`config.mk`:
```
export PLATFORM = sky130hd
export DESIGN_NAME = uart_tx_arbiter_flat
export DESIGN_NICKNAME = d
export VERILOG_FILES = /design/src/rtl/uart_pkg.sv /design/src/rtl/uart_tx_arbiter_if.sv /design/src/rtl/uart_rr_pick.sv /design/src/rtl/uart_tx_arbiter.sv /design/src/flat_wrapper.sv
export SDC_FILE = /design/constraint.sdc
export NUM_CORES = 1
export LEC_CHECK = 0
export CAP_MARGIN = 20
export CORE_ASPECT_RATIO = 1.5
export CORE_UTILIZATION = 35
export DETAILED_ROUTE_END_ITERATION = 10
export PLACE_DENSITY = 0.77
export SLEW_MARGIN = 0
export SYNTH_ARGS = -nofsm -noshare
export SYNTH_HDL_FRONTEND = slang
export SYNTH_SLANG_ARGS = --single-unit
```
`constraint.sdc`:
```
create_clock -name i_clock -period 1.7 [get_ports i_clock]
set_input_delay 0.34 -clock i_clock [delete_from_list [all_inputs] [get_ports i_clock]]
set_output_delay 0.34 -clock i_clock [all_outputs]
set_load 0.01 [all_outputs]
```
`src/rtl/uart_pkg.sv`:
```
// Shared types for the UART transmit path: byte type, arbiter states and a grant-width helper.
package uart_pkg;

  typedef logic [7:0] byte_t;

  typedef enum logic [1:0] {
    ARB_IDLE,
    ARB_HEADER,
    ARB_DATA
  } arb_state_t;

  // An index into n requesters needs at least one bit, even when n is 1.
  function automatic int unsigned grant_width(int unsigned n);
    return (n > 1) ? $clog2(n) : 1;
  endfunction

endpackage

```
`src/rtl/uart_tx_arbiter_if.sv`:
```
// Requester and UART-driver handshake bundle for uart_tx_arbiter.
interface uart_tx_arbiter_if #(
  parameter int unsigned N_REQ = 4
);
  import uart_pkg::*;

  localparam int unsigned GW = grant_width(N_REQ);

  logic [N_REQ-1:0]   i_req_valid;
  logic [N_REQ*8-1:0] i_req_data;
  logic [N_REQ-1:0]   i_req_last;
  logic [N_REQ-1:0]   o_req_ready;
  logic               o_tx_valid;
  byte_t              o_tx_data;
  logic               i_tx_ready;
  logic               o_busy;
  logic [GW-1:0]      o_grant;

  modport master (
    output i_req_valid, i_req_data, i_req_last, i_tx_ready,
    input  o_req_ready, o_tx_valid, o_tx_data, o_busy, o_grant
  );

  modport slave (
    input  i_req_valid, i_req_data, i_req_last, i_tx_ready,
    output o_req_ready, o_tx_valid, o_tx_data, o_busy, o_grant
  );

endinterface

```
`src/rtl/uart_rr_pick.sv`:
```
// Round-robin picker: first requester above last_grant, wrapping to index 0.
module uart_rr_pick
  import uart_pkg::*;
#(
  parameter int unsigned N_REQ = 4,
  localparam int unsigned GW   = grant_width(N_REQ)
) (
  input  logic [N_REQ-1:0] i_req,
  input  logic [GW-1:0]    i_last_grant,
  output logic [GW-1:0]    o_winner,
  output logic             o_any
);

  logic found;

  // Pass one covers indices above last_grant, pass two covers the wrap.
  always_comb begin
    found    = 1'b0;
    o_winner = '0;
    for (int i = 0; i < N_REQ; i++) begin
      if (!found && (i > int'(i_last_grant)) && i_req[i]) begin
        found    = 1'b1;
        o_winner = GW'(i);
      end
    end
    for (int i = 0; i < N_REQ; i++) begin
      if (!found && i_req[i]) begin
        found    = 1'b1;
        o_winner = GW'(i);
      end
    end
    o_any = found;
  end

endmodule

```
`src/rtl/uart_tx_arbiter.sv`:
```
// Packet-granular round-robin arbiter sharing one UART TX byte port, with optional ID header.
module uart_tx_arbiter
  import uart_pkg::*;
#(
  parameter int unsigned N_REQ       = 4,
  parameter bit          HEADER_EN   = 1'b1,
  parameter byte_t       HEADER_BASE = 8'hF0
) (
  input logic              i_clock,
  input logic              i_reset_n,
  uart_tx_arbiter_if.slave bus
);

  localparam int unsigned GW = grant_width(N_REQ);

  arb_state_t       state_q;
  logic [GW-1:0]    grant_q;
  logic [GW-1:0]    last_grant_q;
  logic             tx_valid_q;
  byte_t            tx_data_q;

  logic [GW-1:0]    pick;
  logic             any_req;
  logic             slot_free;
  logic             sel_valid;
  logic             sel_last;
  byte_t            sel_data;
  logic             load_en;
  byte_t            load_byte;
  logic [N_REQ-1:0] ready_d;

  uart_rr_pick #(
    .N_REQ (N_REQ)
  ) u_rr_pick (
    .i_req        (bus.i_req_valid),
    .i_last_grant (last_grant_q),
    .o_winner     (pick),
    .o_any        (any_req)
  );

  assign slot_free = !tx_valid_q || bus.i_tx_ready;

  always_comb begin
    sel_valid = 1'b0;
    sel_last  = 1'b0;
    sel_data  = '0;
    for (int i = 0; i < N_REQ; i++) begin
      if (grant_q == GW'(i)) begin
        sel_valid = bus.i_req_valid[i];
        sel_last  = bus.i_req_last[i];
        sel_data  = bus.i_req_data[8*i +: 8];
      end
    end
  end

  always_comb begin
    load_en   = 1'b0;
    load_byte = sel_data;
    ready_d   = '0;
    unique case (state_q)
      ARB_HEADER: begin
        load_en   = slot_free;
        load_byte = HEADER_BASE + byte_t'(grant_q);
      end
      ARB_DATA: begin
        load_en = slot_free && sel_valid;
        for (int i = 0; i < N_REQ; i++) begin
          if (grant_q == GW'(i)) ready_d[i] = slot_free;
        end
      end
      default: ;
    endcase
  end

  always_ff @(posedge i_clock) begin
    if (!i_reset_n) begin
      state_q      <= ARB_IDLE;
      grant_q      <= '0;
      last_grant_q <= GW'(N_REQ - 1);
      tx_valid_q   <= 1'b0;
      tx_data_q    <= '0;
    end else begin
      if (load_en) begin
        tx_valid_q <= 1'b1;
        tx_data_q  <= load_byte;
      end else if (bus.i_tx_ready) begin
        tx_valid_q <= 1'b0;
      end

      unique case (state_q)
        ARB_IDLE: begin
          if (any_req) begin
            grant_q <= pick;
            state_q <= HEADER_EN ? ARB_HEADER : ARB_DATA;
          end
        end
        ARB_HEADER: begin
          if (slot_free) state_q <= ARB_DATA;
        end
        ARB_DATA: begin
          // Grant is held until the owner's last byte, however long it stalls.
          if (load_en && sel_last) begin
            last_grant_q <= grant_q;
            state_q      <= ARB_IDLE;
          end
        end
        default: state_q <= ARB_IDLE;
      endcase
    end
  end

  assign bus.o_req_ready = ready_d;
  assign bus.o_tx_valid  = tx_valid_q;
  assign bus.o_tx_data   = tx_data_q;
  assign bus.o_busy      = (state_q != ARB_IDLE) || tx_valid_q;
  assign bus.o_grant     = grant_q;

endmodule
```
`src/flat_wrapper.sv`:
```
// flat-port wrapper written by rule: the top's interface ports become plain ports
module uart_tx_arbiter_flat import uart_pkg::*;
#(
  parameter int unsigned N_REQ       = 4,
  parameter bit          HEADER_EN   = 1'b1,
  parameter byte_t       HEADER_BASE = 8'hF0
)
  (i_clock, i_reset_n, bus_i_req_valid, bus_i_req_data, bus_i_req_last, bus_i_tx_ready, bus_o_req_ready, bus_o_tx_valid, bus_o_tx_data, bus_o_busy, bus_o_grant);
  uart_tx_arbiter_if #(.N_REQ(N_REQ)) bus_i ();
  input logic i_clock;
  input logic i_reset_n;
  input wire logic [$bits(bus_i.i_req_valid)-1:0] bus_i_req_valid;
  input wire logic [$bits(bus_i.i_req_data)-1:0] bus_i_req_data;
  input wire logic [$bits(bus_i.i_req_last)-1:0] bus_i_req_last;
  input wire logic [$bits(bus_i.i_tx_ready)-1:0] bus_i_tx_ready;
  output wire logic [$bits(bus_i.o_req_ready)-1:0] bus_o_req_ready;
  output wire logic [$bits(bus_i.o_tx_valid)-1:0] bus_o_tx_valid;
  output wire logic [$bits(bus_i.o_tx_data)-1:0] bus_o_tx_data;
  output wire logic [$bits(bus_i.o_busy)-1:0] bus_o_busy;
  output wire logic [$bits(bus_i.o_grant)-1:0] bus_o_grant;
  assign bus_i.i_req_valid = bus_i_req_valid;
  assign bus_i.i_req_data = bus_i_req_data;
  assign bus_i.i_req_last = bus_i_req_last;
  assign bus_i.i_tx_ready = bus_i_tx_ready;
  assign bus_o_req_ready = bus_i.o_req_ready;
  assign bus_o_tx_valid = bus_i.o_tx_valid;
  assign bus_o_tx_data = bus_i.o_tx_data;
  assign bus_o_busy = bus_i.o_busy;
  assign bus_o_grant = bus_i.o_grant;
  uart_tx_arbiter #(.N_REQ(N_REQ), .HEADER_EN(HEADER_EN), .HEADER_BASE(HEADER_BASE)) u_core (.i_clock(i_clock), .i_reset_n(i_reset_n), .bus(bus_i));
endmodule
```
* Word-level counts from Yosys, hierarchy flattened *
Index checks and enable logic that the tools add are counted.
W data, S select, Z words.

storage, ports and cells
  register bits after elaboration = 15
  bits of input ports = 43
  output and inout bits = 16
  word-level logic and storage cells = 83

cells by class
  add/subtract/negate cells = 1
  magnitude comparators = 3
  eq/ne operators = 8
  mux-type cells = 39
  reductions and logical operators = 27

operators with widths
  operator               number
  $mux W8                5
  $mux W1                22
  $mux W2                9
  $logic_and A1 B1 Y1    11
  $logic_not A1 Y1       7
  $add A5 B3 Y6 const A  1
  $eq A2 B2 Y1 const B   3
  $ne A2 B1 Y1 const B   3
  $pmux W2 S3            1
  $eq A2 B1 Y1 const B   2
  $gt A2 B2 Y1 const A   2
  $logic_not A2 Y1       2
  $mux W4                1
  $reduce_and A2 Y1      2
  $reduce_bool A2 Y1     2
  $reduce_and A3 Y1      1
  $gt A1 B2 Y1 const A   1
  $logic_or A1 B1 Y1     2
  $pmux W1 S2            1

* Depth between registers and ports, before layout *
Gate-level depths: netlist of run 1.

  depth after elaboration = 25
  mapped depth = 10
  depth with buffers taken out = 7

* Cells and area by module *
Synthesis of run 1 repeated with hierarchy kept, for this count alone.

second synthesis, totals
  cells, all modules = 114
  area, all modules = 1138.6 µm²

by module, submodules not included
  module           times used  cells each  area an instance (µm²)  seq. area each (µm²)
  uart_tx_arbiter  1           100         1057.3                  300.3
  uart_rr_pick     1           14          81.3                    0.0

* Least setup slack after synthesis of run 1 *
Ideal clock, no wire load.

  kind = register -> register
  start = reg u_core.state_q[1]
  end = reg u_core.tx_data_q[4] (netlist: u_core.bus.o_tx_data[4])
  arrival time = 1.644 ns
  path slack = -0.060 ns
  stages on the path, launching flop included = 10
  buffers on the path = 3
  cells stage by stage = dfxtp_1 inv_1 ha_1 clkbuf_1 inv_1 o221ai_1 and3_1 buf_4 buf_6 o211a_1

between the ends
  longest elaborated chain between the ends = 2
  elaborated cells on any way between the ends = 4
  classes of those cells = 2 x eq/ne; 2 x mux

RTL lines
  what                                                 RTL line               text
  start, declared                                      uart_tx_arbiter.sv:16  arb_state_t state_q;
  start signal, assigned                               uart_tx_arbiter.sv:94  state_q <= HEADER_EN ? ARB_HEADER : ARB_DATA;
  $eq A2 B2 Y1 / $eq A2 B1 Y1 (equally long branches)  uart_tx_arbiter.sv:60  unique case (state_q)
  $pmux W1 S2 / $mux W8 (equally long branches)        uart_tx_arbiter.sv:60
  end signal, assigned                                 uart_tx_arbiter.sv:85  tx_data_q <= load_byte;
  end, declared                                        uart_tx_arbiter.sv:20  byte_t tx_data_q;

Parallel ways exist; a longest one is shown, timed or not.
A chain may end at the register's enable or synchronous reset.

* Worst setup path after layout of run 1 *
  start = in bus_i_req_last[2]
  end = reg u_core.state_q[0]

between the ends
  longest elaborated chain between the ends = 5

RTL lines
  what                                RTL line                text
  start, declared                     flat_wrapper.sv:14      input wire logic [$bits(bus_i.i_req_last)-1:0] bus_i_req_last;
  $mux W1 (2 in series)               uart_tx_arbiter.sv:48   if (grant_q == GW'(i)) begin
  $logic_and A1 B1 Y1                 uart_tx_arbiter.sv:102  if (load_en && sel_last) begin
  $ne A2 B1 Y1 (no source line)       n/a
  $reduce_and A3 Y1 (no source line)  n/a

No other way between the ends.

==> flow_summary.yaml, run 1 <==
critical_path:
  path_class: "in2reg"
  critPathTopFamily: "multiplexers"
  path_max_fanout: 2
  worst_setup_path_end_kind: "flop"
  cp.arrival_ps: 1840
  slowest_stage: "mux4_2"
  cp.buffers_inverters: 1
  startpoint_type: "input port"
  path_cells: "clkdlybuf4s50_1 > mux4_2 > and3_4 > nand2_2 > a221o_1 > mux2i_1"
  cp.required_ps: 1870
  max_stage_delay_ps: 450
power:
  ir_drop_v: 0.00131
  p_per_area_nw_per_um2: 1250
  p_leak_uw: 0.000841
grt:
  grt_use_total_pct: 22.7
  antenna_found_initial: 0
  grt_pass1_wl_um: 5330
  grt_pass1_vias: 1267
  overflow: 0
  grt_max_degree: 18
final_layout:
  final_cell_mix: "clkdlybuf4s50_1 (46), buf_4 (16), nor2_1 (14)"
  area_growth_pct: 81.0
  finish.instance_area_um2: 1940
  mostFrequentLayoutCell: "clkdlybuf4s50_1"
  nNetsFinal: 238
  nFillCells: 245
  fin_cells: 230
  drive_gt1_share_pct: 26.2
  utilization_pct: 66.5
  diodes: 0
synthesis:
  yosysSeqAreaShare_pct: 28.0
  synth.distinct_cells: 33
  syn_area_um2: 1070
  syn_inst: 118
  synth.avg_cell_area_um2: 9.08
  ys_warn_count: 0
  async_flop_share_pct: 0
  ys.flop_type: "dfxtp_1"
  syn-num-nets: 164
  synth_edf_count: 0
  synth_seq_cells: 15
routing:
  vias_per_cell: 5.24
  vias: 1206
  postRouteAntennaNets: 0
  wl_um: 3370
  drc: 0
  drt_iter0_markers: 31
  wl_per_cell_um: 14.7
  first_pass_iters: 4
cts:
  htree_levels: 1
  cts_sinks: 15
  clk_latency_ps: 240
  clkTransAtPathRegs_ps: 60
  cts.path.max_buffers: 2
  tritoncts: "yes"
  hold_buffers: 0
  cts_buffers: 3
  clockRootBuffer: "clkbuf_8"
sta:
  finalMaxSlewViolations: 0
  fin_skew_ps: 1.15
  hold_ws_ps: 471
  clock.fmax_mhz: 599
  period_minus_slack_ps: 1670
  post-route-period-util_pct: 98.2
  tns_ps: 0
  finalHoldViolations: 0
  setup_viol: 0
  worstMarginPinSlew_ps: 314
  relSlewSlack_pct: 78.9
die:
  start_util_pct: 36.8
  die_y_um: 69.8
  fp-row-count: 24
  core_um2: 2910
  ios: 59
  die_w_um: 47.2
  die_area_um2: 3290
place:
  dpl.hpwl_um: 2630
  postPlaceCellArea_um2: 1810
  gp_congestion: 0.811
  port_buffers: 58
  dp_cells: 224
worst_hold_path:
  worstHoldPathType: "reg2reg"
outcome:
  status: "finished clean"
run:
  cap_viol_max_count: 0
## worst paths after layout
check                                                          start                                   end  slack [ps]  cells after the start
worst min-delay path            u_core.bus.o_tx_data[0]$_SDFFE_PN0P_  u_core.bus.o_tx_data[0]$_SDFFE_PN0P_         470                      2
worst min register to register  u_core.bus.o_tx_data[0]$_SDFFE_PN0P_  u_core.bus.o_tx_data[0]$_SDFFE_PN0P_         470                      2
worst max register to register        u_core.state_q[0]$_SDFFE_PN0P_        u_core.state_q[0]$_SDFFE_PN0P_          40                      7
worst max-delay path                               bus_i_req_last[2]        u_core.state_q[0]$_SDFFE_PN0P_          30                      6
## cell type report
cell class                 count  area (um^2)  area share [%]
tap                           39         48.8            2.52
multi-input combinational     89          756            39.0
sequential                    15          304            15.7
timing repair buffer          78          764            39.4
clock buffer                   3         41.3            2.13
inverter                       5         18.8           0.968
clock inverter                 1         5.00           0.258
## cells in the mapped netlist (all sizes together) (2+ instances only)
cell type,instances,share of area (%)
dfxtp,15,28
nor2,14,4.9
nand2,13,4.6
mux2i,12,11
mux4,7,15
buf,6,4.1
inv,5,1.8
nand2b,5,2.9
nor2b,4,2.3
o211a,4,3.7
a21boi,3,2.1
and3,3,1.8
clkbuf,3,1.1
ha,3,3.5
nand3,3,1.4
o21ai,3,1.4
a21oi,2,0.93
and2,2,1.2
## logic make-up (layout without fill, tap and decap cells)
group	after synthesis	in the layout	synth area share [%]
flip-flops	15	15	28.0
AO/OA/AOI/OAI	20	20	14.5
multiplexers	20	20	27.0
buffers and inverters	14	87	6.89
AND/OR/NAND/NOR	46	46	20.1
adder cells (fa/ha/maj)	3	3	3.51
## per-layer routing
metal	routed length [um]	vias to the layer above	global-route usage (%)
met5	0	-	0
met4	165	0	12.4
met3	148	16	4.43
met2	1980	55	41.5
met1	1080	566	21.3
li1	-	569	-
## through the flow
| stage | worst slack [ps] | total power, uW |
|---|---|---|
| after detailed placement | -351 | 1990 |
| after global routing | -15.2 | 2580 |
| after global placement | -339 | 1950 |
| after CTS | 0.631 | 2300 |
| final | 31.0 | 2420 |
| after floorplan | 2.18 | 1340 |
## state kept, by name (all words and copies together), names as in the netlist
register	flops
u_core.bus.o_grant	2
u_core.bus.o_tx_data	8
u_core.bus.o_tx_valid	1
u_core.last_grant_q	2
u_core.state_q	2
## power by group
part           switching (uW)  internal (uW)
clock network             120            162
logic                     689            909
registers                77.0            465
## repair_timing
item                       CTS  global route
setup endpoints to repair   17            19
resized for setup           14            20
setup buffers                0             2
hold endpoints to repair     0             0
cloned                       0             0
pin swaps                    0             4
## worst reg2reg max path: cells and delay by family, from the launching register on
family | cells | cell delay (ps)
compound gates | 1 | 380
fa+ha+maj | 1 | 260
buf+inv | 2 | 200
flops | 1 | 340
mux | 1 | 140
simple gates | 2 | 230
(Power assumes the default switching activity.)
==> run 2: changes to the inputs <==
- SKIP_CTS_REPAIR_TIMING: default -> 1
- clock period: 1.7 -> 1.35 ns (I/O delays scaled with it)
==> flow_summary.yaml, run 2 (synthesis results as in run 1) <==
cts:
  cts.path.max_buffers: 2
  htree_levels: 1
  cts_sinks: 15
  cts_buffers: 3
  clockRootBuffer: "clkbuf_8"
  clkTransAtPathRegs_ps: 60
  clk_latency_ps: 250
  tritoncts: "yes"
routing:
  vias: 1240
  vias_per_cell: 5.21
  drt_iter0_markers: 20
  wl_um: 3820
  postRouteAntennaNets: 0
  drc: 0
  wl_per_cell_um: 16.0
  first_pass_iters: 4
sta:
  setup_viol: 18
  rsz0062_at_grt: "yes"
  finalHoldViolations: 0
  worstMarginPinSlew_ps: 264
  fin_skew_ps: 3.63
  clock.fmax_mhz: 603
  period_minus_slack_ps: 1660
  relSlewSlack_pct: 82.2
  post-route-period-util_pct: 123
  finalMaxSlewViolations: 0
  final.setup.worst_slack_ps: -307
  hold_ws_ps: 473
final_layout:
  diodes: 0
  mostFrequentLayoutCell: "clkdlybuf4s50_1"
  utilization_pct: 72.9
  largest_reg_flops: 8
  drive_gt1_share_pct: 36.2
  fin_cells: 238
  nNetsFinal: 246
  final_cell_mix: "clkdlybuf4s50_1 (37), buf_4 (17), dlymetal6s2s_1 (15)"
  area_growth_pct: 98.4
grt:
  grt_pass1_wl_um: 5310
  grt_use_total_pct: 22.7
  overflow: 0
  grt_max_degree: 18
  grt_pass1_vias: 1255
  antenna_found_initial: 0
critical_path:
  startpoint_type: "flop"
  path_class: "reg2reg"
  cp.required_ps: 1510
  slowest_stage: "dfxtp_4"
  cp.arrival_ps: 1820
  worst_setup_path_end_kind: "flop"
  path_cells: "buf_4 > mux2i_1 > o221ai_2 > and3_4 > buf_12 > o2111ai_2 > a21boi_1"
  max_stage_delay_ps: 360
  r2r_cells: 7
  path_max_fanout: 7
die:
  start_util_pct: 36.8
  die_y_um: 69.8
  core_um2: 2910
  ios: 59
  die_area_um2: 3290
  die_w_um: 47.2
  fp-row-count: 24
outcome:
  status: "finished with violations"
  violations: "negative setup slack"
run:
  cap_viol_max_count: 0
place:
  dpl.hpwl_um: 2720
  gp_congestion: 0.824
  port_buffers: 58
  dp_cells: 226
power:
  p_per_area_nw_per_um2: 1580
  p_leak_uw: 0.00106
  ir_drop_v: 0.00106
worst_hold_path:
  worstHoldPathType: "in2reg"
  hold_path_depth: 4
[run 2: cell count changes in the layout (fill, tap and decap cells not counted), sizes merged]
cell	before	now
buf	20	30
clkdlybuf4s50	46	37
dlymetal6s2s	7	15
clkbuf	6	8
clkdlybuf4s15	1	0
clkinv	1	0
dlygate4sd2	1	0
[run 2: path summary, 6_finish.rpt]
check                                                          start                                    to  slack, ps
worst min-delay path                              bus_i_req_valid[3]    u_core.bus.o_grant[0]$_SDFFE_PN0P_        470
worst min register to register  u_core.bus.o_tx_data[7]$_SDFFE_PN0P_  u_core.bus.o_tx_data[7]$_SDFFE_PN0P_        510
worst max register to register    u_core.bus.o_grant[0]$_SDFFE_PN0P_  u_core.bus.o_tx_data[0]$_SDFFE_PN0P_       -310
worst max-delay path              u_core.bus.o_grant[0]$_SDFFE_PN0P_  u_core.bus.o_tx_data[0]$_SDFFE_PN0P_       -310
[run 2: layer usage]
layer / part of all wire (%) / track usage, % / wire length [um] / vias up
met3: 3.9 / 3.65 / 149 / 14
met4: 3.7 / 16.5 / 141 / 0
li1: - / - / - / 590
met2: 57 / 40.4 / 2190 / 48
met1: 35 / 21.0 / 1340 / 588
met5: 0 / 0 / 0 / -
[run 2: final cells by class]
cell class | instances | area [um^2]
repair buffers | 86 | 893
multi-input cells | 89 | 800
fillers | 203 | 788
flip-flops and latches | 15 | 312
well taps | 39 | 48.8
clock buffers | 4 | 45.0
inverters | 5 | 26.3
[run 2: where the power goes]
| part | internal (uW) | switching (uW) | leakage [uW] |
|---|---|---|---|
| Combinational | 1310 | 940 | 0.000909 |
| Sequential | 598 | 130 | 0.000125 |
| Clock | 209 | 161 | 0.0000228 |
[run 2: through the flow]
step	total power (uW)	TNS (ps)	cell area (um^2)	setup slack (ps)
after detailed placement	2740	-9320	1890	-583
after global routing	3560	-5080	2120	-390
final	3350	-4070	2120	-307
after floorplan	1860	-2390	1150	-269
after CTS	3110	-7350	1940	-583
after global placement	2670	-8350	1890	-548
[run 2: critical path, delay by kind of cell (launching register included)]
kind                   cells  cell delay (ps)
DFF                        1              360
muxes                      1              130
and+or+nand+nor            1              270
buffers and inverters      2              280
AOI/OAI and AO/OA          3              540
==> run 3: changes to the inputs <==
- ABC_AREA: default -> 1
- CORE_UTILIZATION: 35 -> 36
- GPL_ROUTABILITY_DRIVEN: default -> 1
- PLACE_DENSITY: 0.77 -> 0.76
==> flow_summary.yaml, run 3 <==
outcome:
  status: "finished with violations"
  violations: "negative setup slack"
sta:
  fin_skew_ps: 2.57
  clock.fmax_mhz: 595
  rsz0062_at_grt: "yes"
  final.setup.worst_slack_ps: -331
  worstMarginPinSlew_ps: 344
  period_minus_slack_ps: 1680
  hold_ws_ps: 499
  tns_ps: -3550
  finalHoldViolations: 0
  relSlewSlack_pct: 77.0
  finalMaxSlewViolations: 0
  setup_viol: 17
  post-route-period-util_pct: 125
synthesis:
  synth_compound_area_share_pct: 22.8
  yosys.area.top_type: "dfxtp_1"
  ys.flop_type: "dfxtp_1"
  yosys.area_share.simple_pct: 36.3
  synth_seq_cells: 15
  syn-num-nets: 222
  synth.distinct_cells: 35
  synth_common_cells: "nand2_1 (35), inv_1 (18), nand3_1 (18), nor2_1 (18), dfxtp_1 (15)"
  synth_top_family_by_area: "simple AND/OR/NAND/NOR gates"
  yosys-mux-area-fraction_pct: 0
  synthTopCellsByArea: "dfxtp_1 (25%), nand2_1 (11%), nand3_1 (7.6%), o21ai_0 (5.9%), inv_1 (5.7%)"
  synth.avg_cell_area_um2: 6.77
  yosysTopAreaCellShare_pct: 25.2
  synthAdderAreaFrac_pct: 3.15
  yosys.area_share.xor_xnor_pct: 0
  async_flop_share_pct: 0
  syn_inst: 176
  ys_warn_count: 0
  yosysSeqAreaShare_pct: 25.2
  synth_edf_count: 0
  syn_area_um2: 1190
  synth_most_common_cell: "nand2_1"
routing:
  vias_per_cell: 5.01
  drt_iter0_markers: 38
  vias: 1589
  drc: 0
  wl_um: 4680
  first_pass_iters: 4
  postRouteAntennaNets: 0
  wl_per_cell_um: 14.8
die:
  die_w_um: 49.0
  ios: 59
  fp-row-count: 25
  die_area_um2: 3550
  die_y_um: 72.5
  core_um2: 3160
  start_util_pct: 37.7
critical_path:
  worst_setup_path_end_kind: "flop"
  cp.arrival_ps: 1830
  path_max_fanout: 4
  path_class: "reg2reg"
  startpoint_type: "flop"
  cp.required_ps: 1500
final_layout:
  utilization_pct: 77.5
  fin_cells: 317
  mostFrequentLayoutCell: "clkdlybuf4s50_1"
  largest_reg_flops: 8
  diodes: 0
  area_growth_pct: 105
  nNetsFinal: 324
  drive_gt1_share_pct: 43.0
  final_cell_mix: "clkdlybuf4s50_1 (39), buf_4 (36), nand2_1 (29)"
cts:
  clk_latency_ps: 250
  htree_levels: 1
  clkTransAtPathRegs_ps: 60
  cts_sinks: 15
  cts_buffers: 3
  clockRootBuffer: "clkbuf_8"
  cts.path.max_buffers: 2
  tritoncts: "yes"
grt:
  grt_use_total_pct: 22.7
  grt_pass1_vias: 1410
  grt_max_degree: 18
  grt_pass1_wl_um: 6130
  antenna_found_initial: 0
  overflow: 0
worst_hold_path:
  worstHoldPathType: "reg2reg"
place:
  dpl.hpwl_um: 3040
  port_buffers: 58
  dp_cells: 305
  pre_cts_ws_ps: -635
  gp_congestion: 0.833
power:
  p_per_area_nw_per_um2: 1980
  ir_drop_v: 0.00128
  p_leak_uw: 0.00126
run:
  cap_viol_max_count: 0
run 3: changes by cell type in the layout (fill, tap and decap cells not counted), moves of 8 or more:
cell and change:
buf_4 +19, mux2i_1 -12, nand3_1 +17, o21ai_2 +9
inv_2 +8, nand2_1 +17, a21oi_1 +8
run 3: per-stage QoR:
stage | area [um^2] | power, uW
floorplan | 1210 | 2290
global placement | 2080 | 3550
detailed placement | 2080 | 3580
CTS | 2120 | 3970
global route | 2450 | 5140
finish | 2450 | 4840
run 3: final timing paths:
kind / start / to / slack [ps] / cells after the start
max reg2reg: u_core.state_q[0]$_SDFFE_PN0P_ / u_core.bus.o_tx_data[5]$_SDFFE_PN0P_ / -330 / 10
min reg2reg: u_core.bus.o_tx_data[3]$_SDFFE_PN0P_ / u_core.bus.o_tx_data[3]$_SDFFE_PN0P_ / 500 / 1
max: u_core.state_q[0]$_SDFFE_PN0P_ / u_core.bus.o_tx_data[5]$_SDFFE_PN0P_ / -330 / 10
min: u_core.bus.o_tx_data[3]$_SDFFE_PN0P_ / u_core.bus.o_tx_data[3]$_SDFFE_PN0P_ / 500 / 1
run 3: final cells by class:
type,instances,area (um^2)
Inverter,22,95.1
Timing Repair Buffer,104,1050
Fill cell,214,709
Sequential cell,15,315
Clock buffer,4,45.0
Tap cell,40,50.0
Multi-Input combinational cell,132,896
run 3: routing by layer:
metal	global-route usage, %	share of wire [%]	vias to the layer above
met5	0	0	-
met4	12.1	2.9	0
met3	2.31	3.0	11
met2	42.1	54	54
met1	25.1	40	737
li1	-	-	787
run 3: power by group:
| part | total, uW | internal (uW) | switching (uW) |
|---|---|---|---|
| combinational | 3630 | 1870 | 1760 |
| clock | 380 | 210 | 170 |
| sequential | 833 | 652 | 181 |
run 3: logic make-up after synthesis:
logic type,after synthesis
and+or+nand+nor,87
adders and majority gates,3
DFF,15
buffers and inverters,29
AOI/OAI and AO/OA,42
run 3: critical path, stage by stage (launching register included):
cell       delay (ps)
dfxtp_2           340
inv_2              60
buf_6             110
ha_4              250
inv_2              40
nor2_4            120
a21boi_4          310
clkbuf_16         200
inv_2              30
nor2_1             70
nor2_1             40
